--- src/rtl/mem_arbiter.sv ---
// mem_arbiter: arbitrates one shared main-memory port between an I-cache
// (read-only fill) requester and a D-cache (read/write) requester.
// D wins on contention until it has taken STARVE_LIMIT grants in a row while
// I was waiting; then I is granted once. An IDLE cycle separates grants.
//
// Ports
//   clk, rst           single clock; asynchronous active-low reset
//   i_req/i_addr       I-side request (held until i_done) and fill address
//   i_done             I-side completion pulse (same cycle as mem_done)
//   d_req/d_wr/d_addr/d_wdata  D-side request, direction, address, write data
//   d_done             D-side completion pulse (same cycle as mem_done)
//   rdata              read data, valid only while a done pulse is high
//   mem_req/mem_wr/mem_addr/mem_wdata  shared memory request (level until mem_done)
//   mem_done/mem_rdata memory completion pulse and read data
//   busy               high whenever a grant is outstanding
//   i_grant_cnt/d_grant_cnt  saturating grant counters
module mem_arbiter #(
    parameter int unsigned STARVE_LIMIT = 2   // legal range 1..3
) (
    input  logic        clk,
    input  logic        rst,
    input  logic        i_req,
    input  logic [15:0] i_addr,
    output logic        i_done,
    input  logic        d_req,
    input  logic        d_wr,
    input  logic [15:0] d_addr,
    input  logic [15:0] d_wdata,
    output logic        d_done,
    output logic [15:0] rdata,
    output logic        mem_req,
    output logic        mem_wr,
    output logic [15:0] mem_addr,
    output logic [15:0] mem_wdata,
    input  logic        mem_done,
    input  logic [15:0] mem_rdata,
    output logic        busy,
    output logic [15:0] i_grant_cnt,
    output logic [15:0] d_grant_cnt
);

    localparam int unsigned CNT_W    = 16;
    localparam int unsigned STREAK_W = 2;

    typedef enum logic [1:0] {
        IDLE  = 2'd0,
        GNT_I = 2'd1,
        GNT_D = 2'd2
    } state_t;

    state_t              state;
    logic [STREAK_W-1:0] d_streak;
    logic                grant_i_c;
    logic                grant_d_c;

    // Arbitration decision, only meaningful in IDLE
    always_comb begin
        grant_i_c = 1'b0;
        grant_d_c = 1'b0;
        if (state == IDLE) begin
            if (i_req && d_req) begin
                if (d_streak == STREAK_W'(STARVE_LIMIT)) begin
                    grant_i_c = 1'b1;
                end else begin
                    grant_d_c = 1'b1;
                end
            end else if (i_req) begin
                grant_i_c = 1'b1;
            end else if (d_req) begin
                grant_d_c = 1'b1;
            end
        end
    end

    // State, starvation streak and grant counters
    always_ff @(posedge clk or negedge rst) begin
        if (!rst) begin
            state       <= IDLE;
            d_streak    <= '0;
            i_grant_cnt <= '0;
            d_grant_cnt <= '0;
        end else begin
            case (state)
                IDLE: begin
                    if (grant_i_c) begin
                        state    <= GNT_I;
                        d_streak <= '0;
                        if (i_grant_cnt != {CNT_W{1'b1}}) begin
                            i_grant_cnt <= i_grant_cnt + CNT_W'(1);
                        end
                    end else if (grant_d_c) begin
                        state <= GNT_D;
                        // Streak only grows while I is actually waiting
                        if (!i_req) begin
                            d_streak <= '0;
                        end else if (d_streak != {STREAK_W{1'b1}}) begin
                            d_streak <= d_streak + STREAK_W'(1);
                        end
                        if (d_grant_cnt != {CNT_W{1'b1}}) begin
                            d_grant_cnt <= d_grant_cnt + CNT_W'(1);
                        end
                    end
                end
                GNT_I, GNT_D: begin
                    // Grant is held until memory completes, even if req drops
                    if (mem_done) begin
                        state <= IDLE;
                    end
                end
                default: state <= IDLE;
            endcase
        end
    end

    // Memory-side mux and completion pulses, all combinational from state
    always_comb begin
        mem_req   = 1'b0;
        mem_wr    = 1'b0;
        mem_addr  = '0;
        mem_wdata = '0;
        i_done    = 1'b0;
        d_done    = 1'b0;
        rdata     = '0;
        case (state)
            GNT_I: begin
                mem_req  = 1'b1;
                mem_addr = i_addr;
                if (mem_done) begin
                    i_done = 1'b1;
                    rdata  = mem_rdata;
                end
            end
            GNT_D: begin
                mem_req   = 1'b1;
                mem_wr    = d_wr;
                mem_addr  = d_addr;
                mem_wdata = d_wdata;
                if (mem_done) begin
                    d_done = 1'b1;
                    rdata  = mem_rdata;
                end
            end
            default: begin
            end
        endcase
    end

    assign busy = (state != IDLE);

endmodule

--- config.mk ---
export PLATFORM = sky130hd
export DESIGN_NAME = mem_arbiter
export DESIGN_NICKNAME = d
export VERILOG_FILES = /design/src/rtl/mem_arbiter.sv
export SDC_FILE = /design/constraint.sdc
export NUM_CORES = 1
export LEC_CHECK = 0
export CORE_MARGIN = 4
export CORE_UTILIZATION = 33
export DETAILED_ROUTE_END_ITERATION = 10
export GPL_TIMING_DRIVEN = 0
export PLACE_DENSITY_LB_ADDON = 0.15
export SLEW_MARGIN = 20
export SYNTH_ARGS = -nofsm -noshare
export SYNTH_HDL_FRONTEND = slang
export SYNTH_SLANG_ARGS = --single-unit
--- constraint.sdc ---
create_clock -name clk -period 1.97 [get_ports clk]
set_clock_uncertainty 0.05 [all_clocks]
set_input_delay 0.2955 -clock clk [delete_from_list [all_inputs] [get_ports clk]]
set_output_delay 0.2955 -clock clk [all_outputs]
set_load 0.02 [all_outputs]
# Word level (Yosys, flattened, before mapping)

Cells that the tools add are included.

Register bits: 36
Input port bits: 70
Output and inout port bits: 85
Word-level logic and storage cells: 52

$add $sub $neg: 3
Eq/ne operators: 9
Muxes and demuxes: 26
Bitwise logic cells: 1
Reduce and logical (&&, ||, !) cells: 9

Operator list:

| cell                                           | count |
|---|---|
| 2-to-1 mux 16 bit                              | 3 |
| adder 16 x 1 -> 16 bit (second input constant) | 2 |
| != test 16 bit (second input constant)         | 2 |
| one-hot mux 16 bit (2 select lines)            | 1 |
| 2-to-1 mux 1 bit                               | 14 |
| 2-to-1 mux 2 bit                               | 7 |
| AND reduction 3 bit                            | 2 |
| == test 2 bit (second input constant)          | 2 |
| one-hot mux 2 bit (2 select lines)             | 1 |
| AND reduction 4 bit                            | 1 |
| nonzero test 2 bit                             | 2 |
| != test 3 x 1 -> 1 bit (second input constant) | 1 |
| != test 3 bit (second input constant)          | 1 |
| adder 2 x 1 -> 2 bit (second input constant)   | 1 |
| == test 2 x 1 -> 1 bit (second input constant) | 1 |
| zero test 2 bit                                | 1 |
| != test 2 x 1 -> 1 bit (second input constant) | 1 |
| != test 2 bit (second input constant)          | 1 |
| AND reduction 2 bit                            | 1 |
| OR reduction 2 bit                             | 1 |
| logical AND 1 bit                              | 1 |
| NOT 1 bit                                      | 1 |

# Depth between registers and ports, before layout

Depth after elaboration: 7
Depth in mapped cells: 6
Gate-level depth less buffers: 6

# Worst setup path after synthesis

No wires, ideal clock.

Path kind: register -> register
Start point: reg i_grant_cnt[0]
End point: reg i_grant_cnt[1]
Setup time: 0.125 ns
Arrival time: 1.883 ns
Setup slack: -0.088 ns
Stages on the path, launching flop included: 6
Path buffers: 0
Period minus slack after synthesis: 2.058 ns
Cells stage by stage: dfrtp_1 -> ha_1 -> nand3_1 -> or4_4 -> and2_4 -> mux2_4

Longest elaborated chain between the ends: 2
Elaborated cells on any way between the ends: 3

RTL lines:

| item                                                           | RTL line | text |
|---|---|---|
| start, declared                                                | 38       | `output logic [15:0] i_grant_cnt,` |
| start signal, assigned                                         | 89       | `i_grant_cnt <= i_grant_cnt + CNT_W'(1);` |
| branches (longest 2 deep; another with adder 16 x 1 -> 16 bit) | n/a      |  |

Several ways; the timed one is not identified.
A chain may end at the register's enable or synchronous reset.

# Worst setup path in the final report

Start point: reg i_grant_cnt[4]
End point: reg i_grant_cnt[1]

Longest elaborated chain between the ends: 2

RTL lines:

| item                          | RTL line | text |
|---|---|---|
| != test 16 bit                | 88       | `if (i_grant_cnt != {CNT_W{1'b1}}) begin` |
| AND reduction 3 bit (no line) | n/a      |  |

Every way passes these cells.

==> impl_metrics.toml <==
[synth]
yosysMostFrequentCell = "dfrtp_1"
synthSimpleGateAreaFrac = 0.336
synth-adder-area-share = 0.0377
ys_top_cells_by_area = "dfrtp_1, and2_1, a22oi_1"
synth_xor_area_frac = 0.0942
synth_compound_area_frac = 0.0959
synth_edf_count = 0
ys_seq_elements = 36
ys_async_sr_fraction = 1.00
synthesis.nets = 327
synth_top_family_by_area = "simple AND/OR/NAND/NOR gates"
ys_seq_area_frac = 0.388
yosysTopAreaCell = "dfrtp_1"
syn-cell-area_um2 = 2320
yosys.cell_types.count = 37
avgSynthCellArea_um2 = 9.29
ys_warn_count = 0
synth_flop_cell = "dfrtp_1"
synth_top_area_frac = 0.388
netlist_instances = 250
yosys-mux-area-fraction = 0.0210
synth_common_cells = "dfrtp_1, and2_1, and3_1"

[run]
cap_violations = 0

[sta]
fin_crit_sh = 0.985
slew_viol_final = 0
max_freq_mhz = 515
setup_viol = 0
worst_pin_slew_ns = 0.553
finalCriticalPeriod_ns = 1.94
rsz0062_at_grt = "yes"
finalHoldViolCount = 0
setup_tns_ns = 0
slew-limit-headroom = 0.630

[hold_path]
hold_path.class = "primary input to async pin"

[die]
die_w_um = 91.9
die_h_um = 91.9
ios = 155
die_area_um2 = 8450
core.rowCount = 30
core_um2 = 6830
start_util = 0.340

[worst_setup_path]
crit_path_start_kind = "flop"
worst-setup-path-type = "flop to flop"
path_cells = "nand4_4 > or4_4 > and2_4 > mux2_4"
cpPeakStageDelay_ns = 0.61
slowest_stage = "or4_4"
critical_path_required_ns = 2.09
crit_path_end_kind = "flop"
arrival_ns = 2.06
critPathMaxFanout = 6

[route]
vias = 2537
wl_per_cell_um = 16.5
firstDrtPassIters = 4
post-route-drc-count = 0
wl_mm = 8.49
avgViaCountPerCell = 4.94
drtAntennaViolNets = 0
drtIter0Drc = 136

[clocking]
cts_root_buf = "clkbuf_8"
cts_tree = "built"
clk_pin_slew_ns = 0.07
cts_made_buffers = 5
htreeDepth = 2
clkSinkCount = 36
clockBufferDepth = 2
insertion_delay_ns = 0.28

[power_and_ir_drop]
power.density_nw_per_um2 = 1040
ir_drop_v = 0.000416
power_leakage_nw = 1.87

[placement]
numPortBuffers = 154
dp_hpwl_mm = 6.66
gp_congestion = 0.819

[cells_and_area]
regArea_um2 = 906
antennaDiodeCount = 0
areaGrowthSynthToFinish_pct = 78.9
fillers = 626
multi_input_area_um2 = 1570
post-route-util = 0.609
layout.nets = 494
drive_above_1_share = 0.270

[global_routing]
grtUsageTotal = 0.192
grt_start_max_net_pins = 24
gr-total-overflow = 0
first_global_vias = 2449
grt_antenna_before_repair = 0
grt_pass1_wl_mm = 13.2

[outcome]
status = "complete, no violations"
path summary, 6_finish.rpt:
kind	from	endpoint	slack, ns	cells after the start
max	i_grant_cnt[4]	i_grant_cnt[1]	0.03	4
min	rst	d_grant_cnt[11]	0.41	2
max reg2reg	i_grant_cnt[4]	i_grant_cnt[1]	0.03	4
min reg2reg	d_grant_cnt[7]	d_grant_cnt[7]	0.45	1
max in group asynchronous	rst	i_grant_cnt[0]	1.01	3
min in group clk	d_grant_cnt[7]	d_grant_cnt[7]	0.45	1
repair_timing:
item                       4_1_cts  5_1_grt
buffers inserted                 3        2
hold endpoints to repair        13        0
resized for setup              203       52
pin swaps                        0        5
setup endpoints to repair       69       46
hold buffers                     1        0
metrics by stage:
step / hold WS [ns] / cells / setup WS, ns / power, mW / instance area [um2]
2_1_floorplan: -0.0501 / 250 / 0.0236 / 2.49 / 2330
3_5_place_dp: 0.186 / 501 / -0.623 / 3.74 / 4020
6_report: 0.406 / 514 / 0.0296 / 4.32 / 4160
4_1_cts: 0.409 / 512 / 0.000438 / 4.27 / 4110
3_3_place_gp: 0.432 / 500 / -0.629 / 3.70 / 3990
5_1_grt: 0.445 / 514 / -0.0883 / 4.60 / 4160
worst max-delay path: cells and delay by family (launching register included):
family | cells | cell delay, ns
flops | 1 | 0.49
mux | 1 | 0.28
simple gates | 3 | 1.00
routing by layer:
layer,GRT usage,part of all wire
met1,0.243,0.42
met2,0.335,0.50
met3,0.0468,0.068
met4,0.0384,0.013
met5,0,0
flip-flops by register name, summed over array words and instances (netlist names):
register	flops
state	2
i_grant_cnt	16
d_grant_cnt	16
d_streak	2
cell usage in the layout (no fill, tap or decap), types with 2 or more instances in the layout:
master           Yosys  final
clkdlybuf4s50_1      0     99
buf_2                0     37
dfrtp_1             36     32
and3_1              20     20
and2_1              21     20
nor2b_1             18     16
clkbuf_2             0     13
xor2_1              13     13
a22oi_1             17     12
nand3_1             15     12
xnor2_1             12     12
nand2_1             11     10
nand4_1             10     10
buf_4                0      7
inv_1                8      6
nor2_1               7      6
clkbuf_8             0      6
a22oi_2              0      5
nor4_4               0      4
o21ai_0              4      4
nor3_2               0      4
dfrtp_2              0      4
dlygate4sd2_1        0      4
clkbuf_4             0      3
mux2_1               3      3
or4_4                1      3
nor3_1               8      3
a21oi_1              3      3
ha_2                 0      3
ha_4                 0      3
inv_2                0      2
nor2b_2              0      2
nand3_2              0      2
and2_4               1      2
nor4_1               5      2
a31oi_1              2      2
or3_1                2      2
clkbuf_1             9      2
area by class of cell:
class,instances,area share
multi-input cells,197,0.378
repair buffers,161,0.330
flip-flops and latches,36,0.218
well taps,96,0.0289
clock buffers,8,0.0217
plain buffers,8,0.0159
inverters,8,0.00722
kinds of logic (layout without fill, tap and decap cells):
logic type               Yosys count  after routing
AO/OA/AOI/OAI                     32             32
XOR/XNOR                          25             25
adder cells (fa/ha/maj)            7              7
buffers and inverters             17            185
flip-flops                        36             36
multiplexers                       4              4
AND/OR/NAND/NOR                  129            129
power breakdown:
part / internal, mW / total, mW / switching (mW) / leakage [nW]
Clock: 0.285 / 0.538 / 0.253 / 0.0455
Combinational: 1.23 / 2.69 / 1.45 / 1.36
Sequential: 0.897 / 1.10 / 0.200 / 0.466
Total: 2.41 / 4.32 / 1.91 / 1.87
No activity file was read; power rests on OpenSTA's default activity.
